==> src/rtl/muldiv_pkg.sv <==
// Shared encodings and latency helpers for the EX-stage multiply/divide engine.
package muldiv_pkg;

  typedef enum logic [1:0] {
    MD_MULTU = 2'b00,
    MD_MULT  = 2'b01,
    MD_DIVU  = 2'b10,
    MD_DIV   = 2'b11
  } md_op_t;

  typedef enum logic [2:0] {
    ST_IDLE,
    ST_MUL,
    ST_DIV,
    ST_FIX,
    ST_DONE
  } md_state_t;

  localparam int DEF_DATA_W   = 32;
  localparam int DEF_MUL_BITS = 2;
  localparam int DIVZ_LATENCY = 2;

  function automatic int mul_iters(input int data_w, input int mul_bits);
    return data_w / mul_bits;
  endfunction

  function automatic int mul_latency(input int data_w, input int mul_bits);
    return mul_iters(data_w, mul_bits) + 2;
  endfunction

  function automatic int div_latency(input int data_w);
    return data_w + 2;
  endfunction

  function automatic logic op_is_div(input logic [1:0] o);
    return o[1];
  endfunction

  function automatic logic op_is_signed(input logic [1:0] o);
    return o[0];
  endfunction

endpackage

==> src/rtl/div_radix2_step.sv <==
// One combinational iteration of radix-2 restoring division on unsigned magnitudes.
module div_radix2_step #(
  parameter int DATA_W = 32
) (
  input  logic [DATA_W-1:0] rem,
  input  logic              dividend_bit,
  input  logic [DATA_W-1:0] divisor,
  output logic [DATA_W-1:0] rem_next,
  output logic              quot_bit
);

  logic [DATA_W:0] shifted;
  logic [DATA_W:0] diff;

  // rem < divisor always holds, so a non-negative trial difference never sets
  // bit DATA_W and a negative one always does: that bit is the borrow.
  always_comb begin
    shifted  = {rem, dividend_bit};
    diff     = shifted - {1'b0, divisor};
    quot_bit = ~diff[DATA_W];
    rem_next = quot_bit ? diff[DATA_W-1:0] : shifted[DATA_W-1:0];
  end

endmodule

==> src/rtl/ex_muldiv_unit.sv <==
// Iterative MULT/MULTU/DIV/DIVU engine beside the EX ALU; stalls ID/EX while working.
module ex_muldiv_unit
  import muldiv_pkg::*;
#(
  parameter int DATA_W   = DEF_DATA_W,
  parameter int MUL_BITS = DEF_MUL_BITS
) (
  input  logic              clk,
  input  logic              rst,
  input  logic              start,
  input  logic [1:0]        op,
  input  logic              flush,
  input  logic [DATA_W-1:0] operand_1,
  input  logic [DATA_W-1:0] operand_2,
  output logic              stall_req,
  output logic              busy,
  output logic              done,
  output logic [DATA_W-1:0] hi,
  output logic [DATA_W-1:0] lo
);

  localparam int MUL_ITERS = mul_iters(DATA_W, MUL_BITS);
  localparam int CNT_W     = $clog2(DATA_W);
  localparam int PP_W      = DATA_W + MUL_BITS;

  function automatic logic [DATA_W-1:0] cond_neg_w(input logic [DATA_W-1:0] x, input logic en);
    return en ? (~x + DATA_W'(1)) : x;
  endfunction

  function automatic logic [2*DATA_W-1:0] cond_neg_2w(input logic [2*DATA_W-1:0] x, input logic en);
    return en ? (~x + (2*DATA_W)'(1)) : x;
  endfunction

  md_state_t state, state_nxt;
  logic [CNT_W-1:0] cnt;

  md_op_t              op_q;
  logic                neg_a, neg_b, div_zero;
  logic [DATA_W-1:0]   op1_q, a_mag, b_mag, rem, quo;
  logic [2*DATA_W-1:0] acc;

  logic                sgn_1, sgn_2;
  logic [DATA_W-1:0]   mag_1, mag_2;
  logic [MUL_BITS-1:0] digit;
  logic [PP_W-1:0]     pp, psum;
  logic [DATA_W-1:0]   rem_nxt;
  logic                q_bit;
  logic signed [2*DATA_W-1:0] prod_fix;

  // Acceptance: the core works on magnitudes, signs are kept aside for FIX.
  assign sgn_1 = op_is_signed(op) & operand_1[DATA_W-1];
  assign sgn_2 = op_is_signed(op) & operand_2[DATA_W-1];
  assign mag_1 = cond_neg_w(operand_1, sgn_1);
  assign mag_2 = cond_neg_w(operand_2, sgn_2);

  // Multiply iteration: add multiplicand times the low multiplier digit, shift right.
  assign digit = acc[MUL_BITS-1:0];
  assign pp    = PP_W'(a_mag) * PP_W'(digit);
  assign psum  = PP_W'(acc[2*DATA_W-1:DATA_W]) + pp;

  div_radix2_step #(
    .DATA_W(DATA_W)
  ) u_step (
    .rem          (rem),
    .dividend_bit (quo[DATA_W-1]),
    .divisor      (b_mag),
    .rem_next     (rem_nxt),
    .quot_bit     (q_bit)
  );

  assign prod_fix = cond_neg_2w(acc, neg_a ^ neg_b);

  always_ff @(posedge clk) begin
    if (!rst) state <= ST_IDLE;
    else      state <= state_nxt;
  end

  always_comb begin
    state_nxt = state;
    if (flush) begin
      state_nxt = ST_IDLE;
    end else begin
      case (state)
        ST_IDLE: begin
          if (start) begin
            if (!op_is_div(op))         state_nxt = ST_MUL;
            else if (operand_2 == '0)   state_nxt = ST_FIX;
            else                        state_nxt = ST_DIV;
          end
        end
        ST_MUL:  if (cnt == '0) state_nxt = ST_FIX;
        ST_DIV:  if (cnt == '0) state_nxt = ST_FIX;
        ST_FIX:  state_nxt = ST_DONE;
        ST_DONE: state_nxt = ST_IDLE;
        default: state_nxt = ST_IDLE;
      endcase
    end
  end

  always_comb begin
    busy = (state != ST_IDLE);
    done = (state == ST_DONE);
  end

  assign stall_req = start & ~done;

  always_ff @(posedge clk) begin
    if (!rst) begin
      cnt <= '0;
    end else if (state == ST_IDLE) begin
      cnt <= op_is_div(op) ? CNT_W'(DATA_W - 1) : CNT_W'(MUL_ITERS - 1);
    end else if (state == ST_MUL || state == ST_DIV) begin
      cnt <= cnt - CNT_W'(1);
    end
  end

  // Operands reload every IDLE cycle, so whatever is present at the accepting edge sticks.
  always_ff @(posedge clk) begin
    case (state)
      ST_IDLE: begin
        op_q     <= md_op_t'(op);
        op1_q    <= operand_1;
        neg_a    <= sgn_1;
        neg_b    <= sgn_2;
        a_mag    <= mag_1;
        b_mag    <= mag_2;
        div_zero <= (operand_2 == '0);
        acc      <= {DATA_W'(0), mag_2};
        rem      <= '0;
        quo      <= mag_1;
      end
      ST_MUL: acc <= {psum, acc[DATA_W-1:MUL_BITS]};
      ST_DIV: begin
        rem <= rem_nxt;
        quo <= {quo[DATA_W-2:0], q_bit};
      end
      default: ;
    endcase
  end

  // FIX: sign correction; hi/lo change only here.
  always_ff @(posedge clk) begin
    if (!rst) begin
      hi <= '0;
      lo <= '0;
    end else if (state == ST_FIX && !flush) begin
      if (!op_is_div(op_q)) begin
        {hi, lo} <= prod_fix;
      end else if (div_zero) begin
        hi <= op1_q;
        lo <= '1;
      end else begin
        lo <= cond_neg_w(quo, neg_a ^ neg_b);
        hi <= cond_neg_w(rem, neg_a);
      end
    end
  end

endmodule

==> config.mk <==
export PLATFORM = sky130hd
export DESIGN_NAME = ex_muldiv_unit
export DESIGN_NICKNAME = d
export VERILOG_FILES = /design/src/rtl/muldiv_pkg.sv /design/src/rtl/div_radix2_step.sv /design/src/rtl/ex_muldiv_unit.sv
export SDC_FILE = /design/constraint.sdc
export NUM_CORES = 1
export LEC_CHECK = 0
export ABC_AREA = 1
export BUFFER_PORTS_ARGS = -buffer_cell sky130_fd_sc_hd__buf_2
export CAP_MARGIN = 25
export CORE_ASPECT_RATIO = 1.4
export CORE_UTILIZATION = 42
export DETAILED_ROUTE_END_ITERATION = 8
export PLACE_DENSITY = 0.57
export SLEW_MARGIN = 10
export SYNTH_ARGS = -nofsm -noshare
export SYNTH_HDL_FRONTEND = slang
export SYNTH_SLANG_ARGS = --single-unit
==> constraint.sdc <==
create_clock -name clk -period 16.96 [get_ports clk]
set_input_delay 1.696 -clock clk [delete_from_list [all_inputs] [get_ports clk]]
set_output_delay 1.696 -clock clk [all_outputs]
set_load 0.01 [all_outputs]
==> impl_summary.txt <==
----------------------------------------------------
[Run status]
  Outcome ... completed

[Clock network]
  Number of buffers on the longest clock path ... 3
  Clock root buffer master ... sky130_fd_sc_hd__clkbuf_16
  TritonCTS Sinks ... approximately 300
  Clock slew at the register clock pins of the worst setup and hold paths ... around 0.06 ns
  Number of CTS-inserted buffers ... 37
  Number of hold-repair buffers added at the cts stage ... 0
  # resized after CTS ... 0
  CTS HTree Levels ... 2
  Insertion delay of the later-clocked pin in the worst-skew pair ... slightly below 0.6 ns
  Clock tree from TritonCTS ... done
  Post-CTS setup buffers ... 0

[Worst setup path]
  Largest stage delay, worst path ... slightly below 0.9 ns
  Critical Path, Cell by Cell ... ha_1 -> inv_1 -> o21bai_1 -> a21boi_0 -> nand2_1 -> a21oi_2 -> nand3_2 -> nand2_4 -> nand2_1 -> nand2_1 -> nor2_1
  Critical path launch point type ... register
  Critical path origin ... rem[28]$_SDFFCE_PN0P_
  Launch point of the worst reg-to-reg path ... rem[28]$_SDFFCE_PN0P_
  Worst setup path category ... reg2reg
  Slowest CP cell ... sky130_fd_sc_hd__a21boi_0
  R2r worst-path depth ... 11
  Signal arrival time at the worst endpoint ... between 4 and 5 ns
  Endpoint class of the critical path ... register
  Most frequent cell on the critical path ... sky130_fd_sc_hd__nand2_1
  Highest fanout seen on the critical path ... 59
  Required time of the worst setup path ... around 17 ns

[Worst hold path]
  Launch instance of the worst min-delay path ... cnt[1]$_SDFFE_PN0P_
  Worst hold path class ... reg2reg
  Cell depth of the worst hold path ... 2

[Synth]
  Cell count after synthesis ... about 3400
  Average instance area after synthesis ... just under 7 sq um
  Asr flop ratio synth ... 0
  Yosys reg bits ... roughly 300
  Syn_nets ... 3540
  Number of library cell types mapped by synthesis ... 44
  Sequential-to-total area share from yosys stat ... 0.3606
  Flip-flop cell with the highest count after synthesis ... sky130_fd_sc_hd__edfxtp_1
  Number of enable-type register cells in the synthesized netlist ... 227
  Post-synthesis instance area ... between 0.02 and 0.025 sq mm
  Yosys Warn Count ... 0

[Floorplanning]
  Floorplan die area ... 0.05548 sq mm
  Number of placement rows ... 100
  Core Box Area ... between 0.05 and 0.06 sq mm
  Initial cell density of the core ... 0.4277
  Die X-Extent ... 199.4 microns
  Y dimension of the die ... 278.3 microns
  Boundary Pins ... between 100 and 150

[Global routing]
  Global-route usage over all layers ... 0.3906
  First-pass GRT wire length ... 154500 microns
  Total gr overflow ... 0
  Via count of the first global-routing pass ... ~23000
  Initial antenna violation count ... 8
  Maximum number of pins on one net before global-route repair ... 70

[Power]
  Sequential group share of total power ... 0.349
  Clock group share of total power ... 0.289
  Power share of the combinational group ... 0.362
  P_int ... ~1.6 mW
  Leakage power ... between 10 and 15 nW
  Reported net switching power ... approximately 1.2 mW
  Switching power share of the total ... 0.4251
  Worst-case vdd ir drop ... between 70 and 80 uV
  Power Dens Cells ... approximately 110 mW/mm^2

[Drt]
  Met1 routed wirelength after detailed routing ... around 38000 microns
  Sum of routed wire length over all layers ... 107900 microns
  Number of detailed-route iterations in the first pass ... 6
  Number of violations reported at the end of detailed-routing iteration 0 ... 2161
  Met2 routed WL ... 51300 microns
  Uppermost layer routed ... met5
  Detailed route wirelength on metal3 ... 7120 microns
  Residual antenna-violating net count after detailed routing ... 0
  Via count ... about 24000
  Remaining routing DRC violations ... 0
  Average wire per standard cell ... 25.61 microns
  Number of vias per cell ... about 5.7

[Timing]
  Setup-violating endpoint count in the final report ... 0
  Share of the clock period used by the worst path after layout ... 0.2473
  Setup repair after global routing missed its margin ... no
  Final min period ... approximately 4.2 ns
  Count of pins over their slew limit ... 0
  Layout Skew ... 0.01463 ns
  Maximum operating frequency ... 238.4 MHz
  Hold Fails Final Rpt ... 0
  Slew at the pin with the worst max-slew slack ... roughly 1.0 ns
  Sum Neg Setup Slack ... 0 ns
  Normalized max-slew margin ... 0.2937

[Placed design]
  Routability congestion estimate from global placement ... 0.9975
  Count of port buffers added during placement ... 136
  Dpl hpwl ... between 80000 and 90000 microns
  Number of placed instances, taps included ... 4138

[Finish]
  Most frequent cells in the layout ... sky130_fd_sc_hd__nand2_1, sky130_fd_sc_hd__nor2_1, sky130_fd_sc_hd__inv_1, sky130_fd_sc_hd__o21ai_0, sky130_fd_sc_hd__nand3_1
  Most frequent standard cell in the layout excluding fill and tap cells ... sky130_fd_sc_hd__nand2_1
  Area added between synthesis and finish ... 11.41%
  Proportion of layout cells with a drive suffix above 1 ... 0.07644
  Cell Count, Final, Fillers Out ... 4214
  Net count reported at finish ... approximately 3600

[Flow run]
  Number of max-cap violations ... 0

----------------------------------------------------
sequential cells by signal, summed over array words and instances (netlist names):
name      count
quo          32
rem          32
div_zero      1
hi           32
neg_a         1
state         3
op_q          1
acc          64
op1_q        32
lo           32
neg_b         1
b_mag        32
a_mag        31
cnt           5
power groups by stage:
stage	Sequential (mW)	Combinational (mW)	Clock, mW
floorplan	0.941	0.678	0
global placement	1.01	1.00	0
detailed placement	1.01	1.01	0
CTS	0.993	1.01	0.833
global route	0.998	1.14	0.856
finish	0.997	1.04	0.827
synthesized netlist by cell type, types with 43 or more instances:
master,count,share of area
sky130_fd_sc_hd__dfxtp_1,72,0.063
sky130_fd_sc_hd__clkbuf_1,61,0.010
sky130_fd_sc_hd__nor2_1,499,0.082
sky130_fd_sc_hd__nand3_1,257,0.056
sky130_fd_sc_hd__edfxtp_1,227,0.30
sky130_fd_sc_hd__a21oi_1,206,0.045
sky130_fd_sc_hd__nand4_1,43,0.012
sky130_fd_sc_hd__xor2_1,59,0.023
sky130_fd_sc_hd__nand2_1,916,0.15
sky130_fd_sc_hd__ha_1,72,0.039
sky130_fd_sc_hd__inv_1,408,0.067
sky130_fd_sc_hd__o21ai_0,267,0.058
worst max-delay path: cells and delay by family (launching register included):
family | cells | cell delay [ns]
DFF | 1 | 0.50
and+or+nand+nor | 6 | 1.39
buffers and inverters | 1 | 0.14
adders and majority gates | 1 | 0.43
AOI/OAI and AO/OA | 3 | 1.44
layout make-up:
cell class / count / area (sq um)
Fill cell: 5797 / 28040
Multi-Input combinational cell: 2546 / 12670
Sequential cell: 299 / 8258
Inverter: 422 / 1587
Clock buffer: 61 / 1124
Tap cell: 714 / 893.4
Timing Repair Buffer: 158 / 873.3
Clock inverter: 7 / 88.84
Antenna cell: 7 / 17.52
metrics by stage:
step | setup slack, ns | total power [mW] | hold WS [ns] | instance area (sq um) | util
final | 12.77 | 2.859 | 0.5123 | 25510 | 0.4764
after global routing | 12.65 | 2.990 | 0.5357 | 25510 | 0.4764
after CTS | 12.71 | 2.839 | 0.5087 | 25470 | 0.4756
after detailed placement | 12.92 | 2.014 | 0.5004 | 24260 | 0.4530
after global placement | 12.91 | 2.012 | 0.4688 | 24240 | 0.4527
after floorplan | 10.90 | 1.618 | 0.4568 | 22900 | -
per-layer routing:
layer / global-route usage / vias up
met5: 0 / -
met4: 0.3517 / 2
met1: 0.4246 / 11359
li1: - / 11189
met3: 0.06968 / 357
met2: 0.6442 / 1117
logic make-up (layout without fill, tap and decap cells):
kind of cell,after synthesis,count (layout),synth area share
DFF,299,299,0.3606
xor gates and xnor gates,89,89,0.03404
other,0,7,0
AOI/OAI and AO/OA,555,555,0.1278
and+or+nand+nor,1797,1797,0.3223
buffers and inverters,520,648,0.08714
adders and majority gates,105,105,0.06818
final timing paths:
| check | end | slack, ns |
|---|---|---|
| max | rem[26]$_SDFFCE_PN0P_ | 12.77 |
| min | cnt[1]$_SDFFE_PN0P_ | 0.51 |
| max reg2reg | rem[26]$_SDFFCE_PN0P_ | 12.77 |
| min reg2reg | cnt[1]$_SDFFE_PN0P_ | 0.51 |
Power figures use the tool's default switching activity.
